<file path="src/rtl/qerv_bufreg_seq.sv">
// qerv_bufreg_seq
// Sequencer for the W-bit-serial buffer register of the qerv core. It walks
// the buffer register through one 32-bit pass (execute only) or two passes
// (init, then execute, separated by a GAP that waits for i_go). It also
// splits the shift amount into a sub-word residue and a whole-chunk skip
// counter for the datapath.
//
// Ports:
//   i_clk, i_rst_n       clock (rising edge), async active-low reset
//   i_start              sequence request, taken only while o_ready=1
//   i_two_stage          with i_start: 1 = init + execute, 0 = execute only
//   i_shamt, i_shift_op  shift operands, latched with i_start
//   i_stall              holds the current beat
//   i_go                 releases the GAP state
//   o_ready              idle, can accept i_start
//   o_en                 beat enable to the buffer register
//   o_init               current beat belongs to the init pass
//   o_cnt0/o_cnt1        first/second beat of a pass (qualified by o_en)
//   o_cnt_done           last beat of a pass (qualified by o_en)
//   o_shift_counter_lsb  sub-word shift residue, MSB always 0
//   o_sh_done            whole-chunk skip counter has reached zero
//   o_done               one-cycle pulse after the last execute beat
module qerv_bufreg_seq #(
  parameter int W  = 4,
  parameter int LB = $clog2(W)
) (
  input  logic        i_clk,
  input  logic        i_rst_n,
  input  logic        i_start,
  input  logic        i_two_stage,
  input  logic [4:0]  i_shamt,
  input  logic        i_shift_op,
  input  logic        i_stall,
  input  logic        i_go,
  output logic        o_ready,
  output logic        o_en,
  output logic        o_init,
  output logic        o_cnt0,
  output logic        o_cnt1,
  output logic        o_cnt_done,
  output logic [LB:0] o_shift_counter_lsb,
  output logic        o_sh_done,
  output logic        o_done
);

  localparam int CW = 5 - LB;
  localparam logic [CW-1:0] CNT_LAST = CW'(32 / W - 1);

  typedef enum logic [1:0] {
    IDLE = 2'd0,
    INIT = 2'd1,
    GAP  = 2'd2,
    EXEC = 2'd3
  } state_t;

  state_t        state_q;
  state_t        state_d;
  logic [CW-1:0] cnt_q;
  logic [CW-1:0] skip_q;
  logic          shift_op_q;
  logic          done_q;
  logic          beat_en;
  logic          cnt_last;
  logic          accept;

  assign cnt_last = (cnt_q == CNT_LAST);
  assign accept   = (state_q == IDLE) & i_start;

  // Next-state and phase outputs. Only INIT and EXEC produce beats; IDLE and
  // GAP ignore i_stall entirely. i_go only matters while sitting in GAP.
  always_comb begin
    state_d = state_q;
    o_ready = 1'b0;
    o_init  = 1'b0;
    beat_en = 1'b0;
    case (state_q)
      IDLE: begin
        o_ready = 1'b1;
        if (i_start) begin
          state_d = i_two_stage ? INIT : EXEC;
        end
      end
      INIT: begin
        o_init  = 1'b1;
        beat_en = ~i_stall;
        if (~i_stall && cnt_last) begin
          state_d = GAP;
        end
      end
      GAP: begin
        if (i_go) begin
          state_d = EXEC;
        end
      end
      EXEC: begin
        beat_en = ~i_stall;
        if (~i_stall && cnt_last) begin
          state_d = IDLE;
        end
      end
      default: state_d = IDLE;
    endcase
  end

  assign o_en       = beat_en;
  assign o_cnt0     = beat_en & (cnt_q == '0);
  assign o_cnt1     = beat_en & (cnt_q == CW'(1));
  assign o_cnt_done = beat_en & cnt_last;
  assign o_sh_done  = (skip_q == '0) | ~shift_op_q;
  assign o_done     = done_q;

  // State register and the done pulse, which marks the cycle in which the
  // FSM has just returned to IDLE from the final execute beat.
  always_ff @(posedge i_clk or negedge i_rst_n) begin
    if (!i_rst_n) begin
      state_q <= IDLE;
      done_q  <= 1'b0;
    end else begin
      state_q <= state_d;
      done_q  <= (state_q == EXEC) & beat_en & cnt_last;
    end
  end

  // Beat counter. Held at zero outside the passes so every pass, including
  // the one after a mid-pass reset, starts at beat 0. It wraps naturally
  // after the last beat because the count range fills its width.
  always_ff @(posedge i_clk or negedge i_rst_n) begin
    if (!i_rst_n) begin
      cnt_q <= '0;
    end else if (state_q == IDLE || state_q == GAP) begin
      cnt_q <= '0;
    end else if (beat_en) begin
      cnt_q <= cnt_q + 1'b1;
    end
  end

  // Operand latch and whole-chunk skip counter. Operands are only captured
  // on an accepted start, so a start arriving mid-sequence cannot disturb
  // them. The skip counter counts execute beats only and sticks at zero.
  always_ff @(posedge i_clk or negedge i_rst_n) begin
    if (!i_rst_n) begin
      shift_op_q <= 1'b0;
      skip_q     <= '0;
    end else if (accept) begin
      shift_op_q <= i_shift_op;
      skip_q     <= i_shamt[4:LB];
    end else if ((state_q == EXEC) && beat_en && (skip_q != '0)) begin
      skip_q <= skip_q - 1'b1;
    end
  end

  generate
    if (LB > 0) begin : g_res
      logic [LB-1:0] res_q;

      // Sub-word residue of the shift amount; only the low LB bits are kept
      // since the upper bits live in the skip counter.
      always_ff @(posedge i_clk or negedge i_rst_n) begin
        if (!i_rst_n) begin
          res_q <= '0;
        end else if (accept) begin
          res_q <= i_shamt[LB-1:0];
        end
      end

      assign o_shift_counter_lsb = {1'b0, (shift_op_q ? res_q : {LB{1'b0}})};
    end else begin : g_nores
      assign o_shift_counter_lsb = 1'b0;
    end
  endgenerate

endmodule

</file>
<file path="config.mk">
export PLATFORM = sky130hd
export DESIGN_NAME = qerv_bufreg_seq
export DESIGN_NICKNAME = d
export VERILOG_FILES = /design/src/rtl/qerv_bufreg_seq.sv
export SDC_FILE = /design/constraint.sdc
export NUM_CORES = 1
export LEC_CHECK = 0
export ABC_CLOCK_PERIOD_IN_PS = 2300
export CAP_MARGIN = 15
export CORE_AREA = 5 5 47 49
export DETAILED_ROUTE_END_ITERATION = 10
export DIE_AREA = 0 0 52 54
export HOLD_SLACK_MARGIN = 0.1
export PLACE_DENSITY = 0.83
export SLEW_MARGIN = 10
export SYNTH_ARGS = -nofsm -noshare
export SYNTH_HDL_FRONTEND = slang
export SYNTH_SLANG_ARGS = --single-unit
</file>
<file path="constraint.sdc">
create_clock -name i_clk -period 2.3 [get_ports i_clk]
set_clock_uncertainty 0.1 [all_clocks]
set_input_delay 0.46 -clock i_clk [delete_from_list [all_inputs] [get_ports i_clk]]
set_output_delay 0.46 -clock i_clk [all_outputs]
set_load 0.02 [all_outputs]
</file>
==> results.cfg <==
[run_status]
outcome = finished clean

[detailed_routing]
vias_per_cell = 4.73
drt-initial-drc-count = 14
dr.pass1.iters = 4
vias = 625
wirelength_mm = 1.63
routedWlPerCell_um = 12.3
drc = 0
postRouteAntennaNets = 0

[synthesis]
ys_seq_area_frac = 0.374
synth_edf_count = 0
ys.flop_type = dfrtp_1
syn_area_um2 = 803
synthArstFlopShare = 1.00
yosys_register_bits = 12
synth.distinct_cells = 26
synth_fp_nets = 101
yosysWarnings = 0
avgSynthCellArea_um2 = 10.2
synthCells = 79

[timing]
slew_headroom = 0.630
drv_slew = 0
hold-worst-slack_ns = 0.403
finalSetupTns_ns = 0
period_share = 0.962
period_needed_ns = 2.21
setup_viol = 0
hold_viol = 0
worstMarginPinSlew_ns = 0.553
maxClockFrequency_mhz = 452

[setup_path]
criticalPathCategory = input port to output pin
rrSetupSlack_ns = 0.68
r2r-start = state_q[0]
cp.required_ns = 1.74
cp-start-kind = input port
reg2regPathDepth = 5
critical_path.max_fanout = 4
reg2reg_to = g_res.res_q[0]
critPathArrivalTime_ns = 1.65
cp-end-kind = output pin

[clock_tree]
cts_setup_buffers = 0
clk_pin_slew_ns = 0.07
cts_sinks = 12
clkLatencyLatePin_ns = 0.28
clock_path_buffers = 2
cts_tree = yes
cts-root-buf = clkbuf_4
htreeDepth = 1
numCtsBuffers = 3

[cells_and_area]
n_antenna_cell = 0
area_delta_synth_final_pct = 35.8
fin_nets = 128
final_cells = 132
drive_above_1_share = 0.143

[floorplan]
die_h_um = 54
coreArea_um2 = 1820
initial_utilization = 0.441
die_w_um = 52
dieArea_um2 = 2810
io_pins = 23
rows = 16

[global_routing]
grt_pass1_vias = 661
grt_pass1_wl_mm = 2.82
grt_max_degree = 13
antenna_found_initial = 0
grt.overflow.total = 0
grt_use_total = 0.141

[pwr]
power_uw = 1340
p_leak_uw = 0.000552
p_int_uw = 778
switching_share = 0.421
p_seq_frac = 0.275
peakVddDrop_mv = 0.747
power_density_nw_per_um2 = 1230
power.switching_uw = 565
pwr-share-comb = 0.598
clockPowerShare = 0.127

[worst_hold_path]
whs_path_depth = 1
hold_start = g_res.res_q[1]
hold_path.class = flip-flop to flip-flop
worst_hold_path.endpoint = g_res.res_q[1]

[placement]
place.gp.congestion = 0.733
place_inst = 128
portBuffers = 21
dp_hpwl_mm = 1.31

[run]
cap_viol_max_count = 0
## cells in the final DEF (no fill, tap or decap), drive strengths merged, types with 3 or more instances in the layout
cell           synthesis  routed
clkbuf                 0       4
ha                    10      10
inv                   10      10
nand3                  3       3
dlygate4sd2            0       4
clkdlybuf4s50          0      15
nor2                   5       5
buf                    2       3
and2                   6       6
nand2                  4       4
mux2                   3       3
mux2i                  6       6
a21oi                  3       3
dfrtp                 12      12
## worst max-delay path by stage
| stage | startpoint | to | cells past startpoint |
|---|---|---|---|
| 2_1_floorplan | state_q[1] | o_cnt_done | 5 |
| 3_5_place_dp | i_stall | o_cnt0 | 5 |
| 5_1_grt | state_q[1] | o_cnt0 | 6 |
| 3_3_place_gp | i_stall | o_cnt1 | 5 |
| 6_report | i_stall | o_cnt0 | 5 |
| 4_1_cts | i_stall | o_cnt0 | 5 |
## registers in the layout, indices dropped and copies added, names as in the netlist
signal and flops:
o_done 1, shift_op_q 1, g_res.res_q 2, skip_q 3
state_q 2, cnt_q 3
## synth_stat cells, drive strengths merged, types with 2 or more instances
master,instances,share of area
inv,10,0.047
nor2,5,0.023
and2,6,0.047
and2b,2,0.022
nor3,2,0.012
nand3,3,0.019
dfrtp,12,0.37
mux2,3,0.042
mux2i,6,0.075
a21oi,3,0.019
nand2,4,0.022
buf,2,0.019
ha,10,0.16
nand2b,2,0.016
## cell families after synthesis
| family | count (synthesis) | synth area share |
|---|---|---|
| other | 1 | 0.00467 |
| muxes | 9 | 0.117 |
| DFF | 12 | 0.374 |
| AOI/OAI and AO/OA | 8 | 0.0981 |
| buffers and inverters | 12 | 0.0654 |
| adders and majority gates | 10 | 0.156 |
| and+or+nand+nor | 27 | 0.185 |
## layer usage
metal	share of wire	vias up	track usage
met5	0	-	0
met4	0.030	0	0.0917
met3	0.060	5	0.0305
met2	0.49	25	0.249
met1	0.41	280	0.153
li1	-	315	-
## power by group through the flow
stage | logic [µW] | registers (µW) | clock network, µW
6_report | 803 | 370 | 170
5_1_grt | 898 | 382 | 189
4_1_cts | 809 | 368 | 180
3_5_place_dp | 829 | 370 | 0
3_3_place_gp | 795 | 365 | 0
2_1_floorplan | 567 | 354 | 0
## final cells by class
| type | count | area [µm²] |
|---|---|---|
| flip-flops and latches | 12 | 300 |
| repair buffers | 24 | 228 |
| well taps | 27 | 33.8 |
| multi-input cells | 55 | 455 |
| fillers | 160 | 731 |
| inverters | 10 | 37.5 |
| clock buffers | 4 | 36.3 |
## per-stage QoR
stage | setup slack, ns | util | instance area (µm²)
5_1_grt | -0.000219 | 0.599 | 1090
3_5_place_dp | -0.232 | 0.579 | 1050
4_1_cts | 0.0480 | 0.596 | 1090
2_1_floorplan | 0.472 | - | 803
3_3_place_gp | -0.184 | 0.579 | 1050
6_report | 0.0871 | 0.599 | 1090
## critical path, stage by stage
cell	delay, ns
clkdlybuf4s50_1	0.45
o21bai_4	0.20
nor2_1	0.11
and2_1	0.13
clkdlybuf4s15_1	0.29
## repair_timing
action,4_1_cts,5_1_grt
resized for setup,7,3
hold buffers,0,0
endpoints found under the setup margin,6,3
cloned,0,0
(Power assumes the default switching activity.)
